`src/rtl/instruction_fetch.sv`:
```
// Instruction fetch stage: PC sequencing, one-deep hold buffer for decode stalls, redirect flush.
// Optional misaligned-redirect pulse enabled by defining FETCH_MISALIGN_CHECK_EN.
module instruction_fetch #(
  parameter logic [31:0] RESET_VECTOR = 32'h0000_0000
) (
  input  logic        CLK,
  input  logic        RESET,
  output logic [31:0] IMEM_ADDR,
  input  logic [31:0] IMEM_INSTRUCTION,
  input  logic        STALL,
  input  logic        REDIRECT,
  input  logic [31:0] REDIRECT_PC,
  output logic [31:0] IF_INSTR,
  output logic [31:0] IF_PC,
  output logic        IF_VALID,
  output logic        MISALIGN_ERR
);

  logic [31:0] pc_q,         pc_d;
  logic        resp_valid_q, resp_valid_d;
  logic [31:0] resp_pc_q,    resp_pc_d;
  logic        hold_valid_q, hold_valid_d;
  logic [31:0] hold_instr_q, hold_instr_d;
  logic [31:0] hold_pc_q,    hold_pc_d;

  logic [31:0] redirect_pc_s;
  logic        advance_s;
  logic        out_valid_s;

  // Redirect targets are forced to a word boundary; the low bits only feed the optional check.
  assign redirect_pc_s = REDIRECT_PC & 32'hFFFF_FFFC;

  // PC may advance when decode is taking data, or when nothing is fetched or buffered yet.
  assign advance_s = (!STALL) || (!hold_valid_q && !resp_valid_q);

  // Next-state: PC priority, in-flight tracking, hold buffer capture/release.
  always_comb begin
    pc_d         = pc_q;
    resp_pc_d    = pc_q;
    resp_valid_d = !REDIRECT;
    hold_valid_d = hold_valid_q;
    hold_instr_d = hold_instr_q;
    hold_pc_d    = hold_pc_q;
    if (REDIRECT) begin
      pc_d         = redirect_pc_s;
      hold_valid_d = 1'b0;
    end else begin
      if (advance_s) begin
        pc_d = pc_q + 32'd4;
      end else begin
        pc_d = pc_q;
      end
      if (hold_valid_q) begin
        if (!STALL) begin
          hold_valid_d = 1'b0;
        end else begin
          hold_valid_d = 1'b1;
        end
      end else if (STALL && resp_valid_q) begin
        hold_valid_d = 1'b1;
        hold_instr_d = IMEM_INSTRUCTION;
        hold_pc_d    = resp_pc_q;
      end else begin
        hold_valid_d = 1'b0;
      end
    end
  end

  // Fetch state registers.
  always_ff @(posedge CLK or negedge RESET) begin
    if (!RESET) begin
      pc_q         <= RESET_VECTOR;
      resp_valid_q <= 1'b0;
      resp_pc_q    <= 32'h0000_0000;
      hold_valid_q <= 1'b0;
      hold_instr_q <= 32'h0000_0000;
      hold_pc_q    <= 32'h0000_0000;
    end else begin
      pc_q         <= pc_d;
      resp_valid_q <= resp_valid_d;
      resp_pc_q    <= resp_pc_d;
      hold_valid_q <= hold_valid_d;
      hold_instr_q <= hold_instr_d;
      hold_pc_q    <= hold_pc_d;
    end
  end

  assign IMEM_ADDR   = pc_q;
  assign out_valid_s = !REDIRECT && (hold_valid_q || resp_valid_q);

  // Output mux: buffered entry wins; zero payload whenever not valid.
  always_comb begin
    IF_VALID = out_valid_s;
    IF_INSTR = 32'h0000_0000;
    IF_PC    = 32'h0000_0000;
    if (out_valid_s) begin
      if (hold_valid_q) begin
        IF_INSTR = hold_instr_q;
        IF_PC    = hold_pc_q;
      end else begin
        IF_INSTR = IMEM_INSTRUCTION;
        IF_PC    = resp_pc_q;
      end
    end else begin
      IF_INSTR = 32'h0000_0000;
      IF_PC    = 32'h0000_0000;
    end
  end

`ifdef FETCH_MISALIGN_CHECK_EN
  logic misalign_q, misalign_d;

  assign misalign_d = REDIRECT && (REDIRECT_PC[1:0] != 2'b00);

  // One-cycle pulse after a redirect whose target was not word aligned.
  always_ff @(posedge CLK or negedge RESET) begin
    if (!RESET) begin
      misalign_q <= 1'b0;
    end else begin
      misalign_q <= misalign_d;
    end
  end

  assign MISALIGN_ERR = misalign_q;
`else
  assign MISALIGN_ERR = 1'b0;
`endif

endmodule

```
`config.mk`:
```
export PLATFORM = sky130hd
export DESIGN_NAME = instruction_fetch
export DESIGN_NICKNAME = d
export VERILOG_FILES = /design/src/rtl/instruction_fetch.sv
export SDC_FILE = /design/constraint.sdc
export NUM_CORES = 1
export LEC_CHECK = 0
export ABC_CLOCK_PERIOD_IN_PS = 5900
export CAP_MARGIN = 40
export CORE_MARGIN = 2
export CORE_UTILIZATION = 48
export CTS_CLUSTER_DIAMETER = 60
export DETAILED_ROUTE_END_ITERATION = 10
export MAX_ROUTING_LAYER = met4
export PLACE_DENSITY = 0.84
export SLEW_MARGIN = 0
export SYNTH_ARGS = -nofsm -noshare
export SYNTH_HDL_FRONTEND = slang
export SYNTH_SLANG_ARGS = --single-unit
```
`constraint.sdc`:
```
create_clock -name CLK -period 5.9 [get_ports CLK]
set_clock_uncertainty 0.1 [all_clocks]
set_input_delay 0.885 -clock CLK [delete_from_list [all_inputs] [get_ports CLK]]
set_output_delay 0.885 -clock CLK [all_outputs]
set_load 0.02 [all_outputs]
```
==> results.sh <==
export IMPL_fin_nets=767
export IMPL_vias=4899
export IMPL_hpwl_mm=10.6
export IMPL_dp_cells=847
export IMPL_final_setup_tns_ns=0
export IMPL_core_area_um2=12100
export IMPL_outcome="finished, final reports clean"
export IMPL_synthCells=546
export IMPL_grt_pass1_vias=4912
export IMPL_internal_power_mw=1.98
export IMPL_pwr_share_clk_pct=40.4
export IMPL_area_growth_pct=39.4
export IMPL_die_y_um=116
export IMPL_holdPathStages=0
export IMPL_finalSetupViolCount=0
export IMPL_crit_type="in -> out"
export IMPL_synth_seq_cells=124
export IMPL_timing_hold_ws_ns=0.338
export IMPL_start_util_pct=49.7
export IMPL_synth_area_per_cell_um2=11.0
export IMPL_overflow=0
export IMPL_finalMaxSlewViolations=0
export IMPL_synth_area_leaders="dfrtp_1, mux2_2, mux2i_1"
export IMPL_grt_antenna_before_repair=0
export IMPL_r2r_end="IMEM_ADDR[18]"
export IMPL_required_ns=4.91
export IMPL_yosysSeqAreaShare_pct=51.6
export IMPL_critical_path_endpoint="IF_PC[7]"
export IMPL_max_slew_margin_rel_pct=41.1
export IMPL_drv_cap=0
export IMPL_port_buffers=158
export IMPL_cts_buffers=17
export IMPL_p_sw_uw=722
export IMPL_yosysWarnings=0
export IMPL_firstDrtPassIters=5
export IMPL_fin_crit_sh_pct=70.9
export IMPL_hold_buffers=0
export IMPL_yosys_area_top_type="dfrtp_1"
export IMPL_rows=40
export IMPL_r2r_start="hold_valid_q"
export IMPL_pwr_share_seq_pct=41.0
export IMPL_grtUsageTotal_pct=24.1
export IMPL_preCtsSetupSlack_ns=1.71
export IMPL_yosysMostFrequentCell="dfrtp_1"
export IMPL_synthTopCellsByCount="dfrtp_1, nor2_1, mux2i_1"
export IMPL_rr_worst_depth=6
export IMPL_comb_power_share_pct=18.6
export IMPL_drive_gt1_share_pct=16.2
export IMPL_cp_end_kind="output pin"
export IMPL_wl_mm=15.4
export IMPL_first_iter_violations=351
export IMPL_grt_pass1_wl_mm=24.4
export IMPL_via_per_inst=5.57
export IMPL_ios=166
export IMPL_finalHoldViolCount=0
export IMPL_power_density_nw_per_um2=322
export IMPL_setup_slack_ns=1.72
export IMPL_die_area_um2=13400
export IMPL_rsz0062_at_grt="false"
export IMPL_cts_tree="done"
export IMPL_leakage_nw=3.28
export IMPL_ant_nets=0
export IMPL_n_antenna_cell=0
export IMPL_switching_share_pct=26.7
export IMPL_cts_root_buffer="clkbuf_16"
export IMPL_netlist_area_um2=6010
export IMPL_globalplace_congestion=0.883
export IMPL_dieWidth_um=116
export IMPL_synth_async_reset_ratio_pct=100
export IMPL_cts_setup_buffers=0
export IMPL_finalCriticalPeriod_ns=4.18
export IMPL_grt_max_degree=69
export IMPL_dominantRegCellSynth="dfrtp_1"
export IMPL_drt_wirelength_per_cell_um=17.5
export IMPL_cts_repair_resized=0
export IMPL_synth_distinct_cells=52
export IMPL_crit_path_start="REDIRECT"
export IMPL_cp_data_arrival_time_ns=3.20
export IMPL_synth_top_cell_area_share_pct=51.6
export IMPL_r2r_slack_ns=3.08
export IMPL_cts_buffer_depth=2
export IMPL_timing_fmax_ghz=0.239
export IMPL_clk_pin_slew_worst_paths_ns=0.06
export IMPL_vdd_drop_max_mv=0.183
export IMPL_stdcell_count=879
export IMPL_worstHoldPathType="reg -> reg"
export IMPL_insertion_delay_ns=0.41
export IMPL_synth_edf_count=0
export IMPL_start_kind="input pin"
export IMPL_drc_errors=0
export IMPL_cp_max_fo=45
export IMPL_cts_htree_levels=4
export IMPL_worstMarginPinSlew_ns=0.876
export IMPL_cts_num_sinks=124
[cell families (layout without fill, tap and decap cells)]
| group | after synthesis | in the layout | synth area share (%) |
|---|---|---|---|
| flip-flops | 124 | 124 | 51.6 |
| AO/OA/AOI/OAI | 58 | 58 | 6.59 |
| XOR/XNOR | 7 | 7 | 1.02 |
| multiplexers | 125 | 125 | 22.1 |
| adder cells (fa/ha/maj) | 1 | 1 | 0.208 |
| other | 1 | 5 | 0.0623 |
| AND/OR/NAND/NOR | 183 | 183 | 15.0 |
| buffers and inverters | 47 | 208 | 3.45 |
[critical path: stages]
cell and delay (ns):
clkdlybuf4s50_1 0.46, inv_2 0.39, o21ai_4 0.28, buf_4 0.36, nor2_1 0.17, clkdlybuf4s50_1 0.62
[power groups by stage]
stage / logic, mW / clock network [mW] / registers (mW)
after detailed placement: 0.505 / 0 / 1.12
after global placement: 0.486 / 0 / 1.11
after global routing: 0.543 / 1.15 / 1.13
after CTS: 0.509 / 1.11 / 1.11
final: 0.503 / 1.09 / 1.11
after floorplan: 0.274 / 0 / 1.11
[how the worst min path moves through the flow]
stage | startpoint | to
2_1_floorplan | resp_pc_q[11] | hold_pc_q[11]
3_3_place_gp | IMEM_ADDR[29] | resp_pc_q[29]
3_5_place_dp | IMEM_ADDR[29] | resp_pc_q[29]
4_1_cts | IMEM_ADDR[29] | resp_pc_q[29]
5_1_grt | IMEM_ADDR[25] | resp_pc_q[25]
6_report | IMEM_ADDR[25] | resp_pc_q[25]
[sequential cells by signal, summed over array words and instances (netlist names)]
| name | count |
|---|---|
| IMEM_ADDR | 30 |
| hold_instr_q | 32 |
| hold_pc_q | 30 |
| hold_valid_q | 1 |
| resp_pc_q | 30 |
| resp_valid_q | 1 |
[stage by stage]
stage	power [mW]	util, %	instance area, um2
final	2.70	69.2	8390
after global routing	2.82	69.2	8390
after CTS	2.73	69.2	8390
after detailed placement	1.62	64.0	7750
after global placement	1.59	63.7	7710
after floorplan	1.39	-	6030
[metal layers]
layer | part of all wire [%] | GRT usage, % | up-vias
li1 | - | - | 2283
met1 | 42 | 29.7 | 2388
met2 | 50 | 40.1 | 206
met3 | 6.2 | 4.81 | 22
met4 | 1.2 | 7.86 | 0
met5 | 0 | - | -
[cell type report]
cell class | instances | area [um2]
Clock inverter | 14 | 194
Tap cell | 168 | 210
Sequential cell | 124 | 3110
Clock buffer | 18 | 439
Timing Repair Buffer | 166 | 1660
Multi-Input combinational cell | 379 | 2740
Fill cell | 916 | 3730
Inverter | 10 | 37.5
[cell usage in the layout (no fill, tap or decap), types with 3 or more instances in the layout]
master	n
a311oi_1	4
mux2_2	62
nand2_1	21
nor3_1	9
xnor2_1	6
or4_1	7
conb_1	5
nand4_1	9
and4_1	5
nor2_1	81
clkinvlp_4	5
or3_1	3
mux2i_1	63
a22oi_1	5
nor4_1	9
clkdlybuf4s50_1	157
buf_4	7
a21oi_1	4
dfrtp_1	123
o21ai_0	15
a31oi_1	7
and3_1	5
bufinv_16	4
clkbuf_16	17
inv_1	8
o31ai_1	4
nand3_1	20
Power figures use the tool's default switching activity.
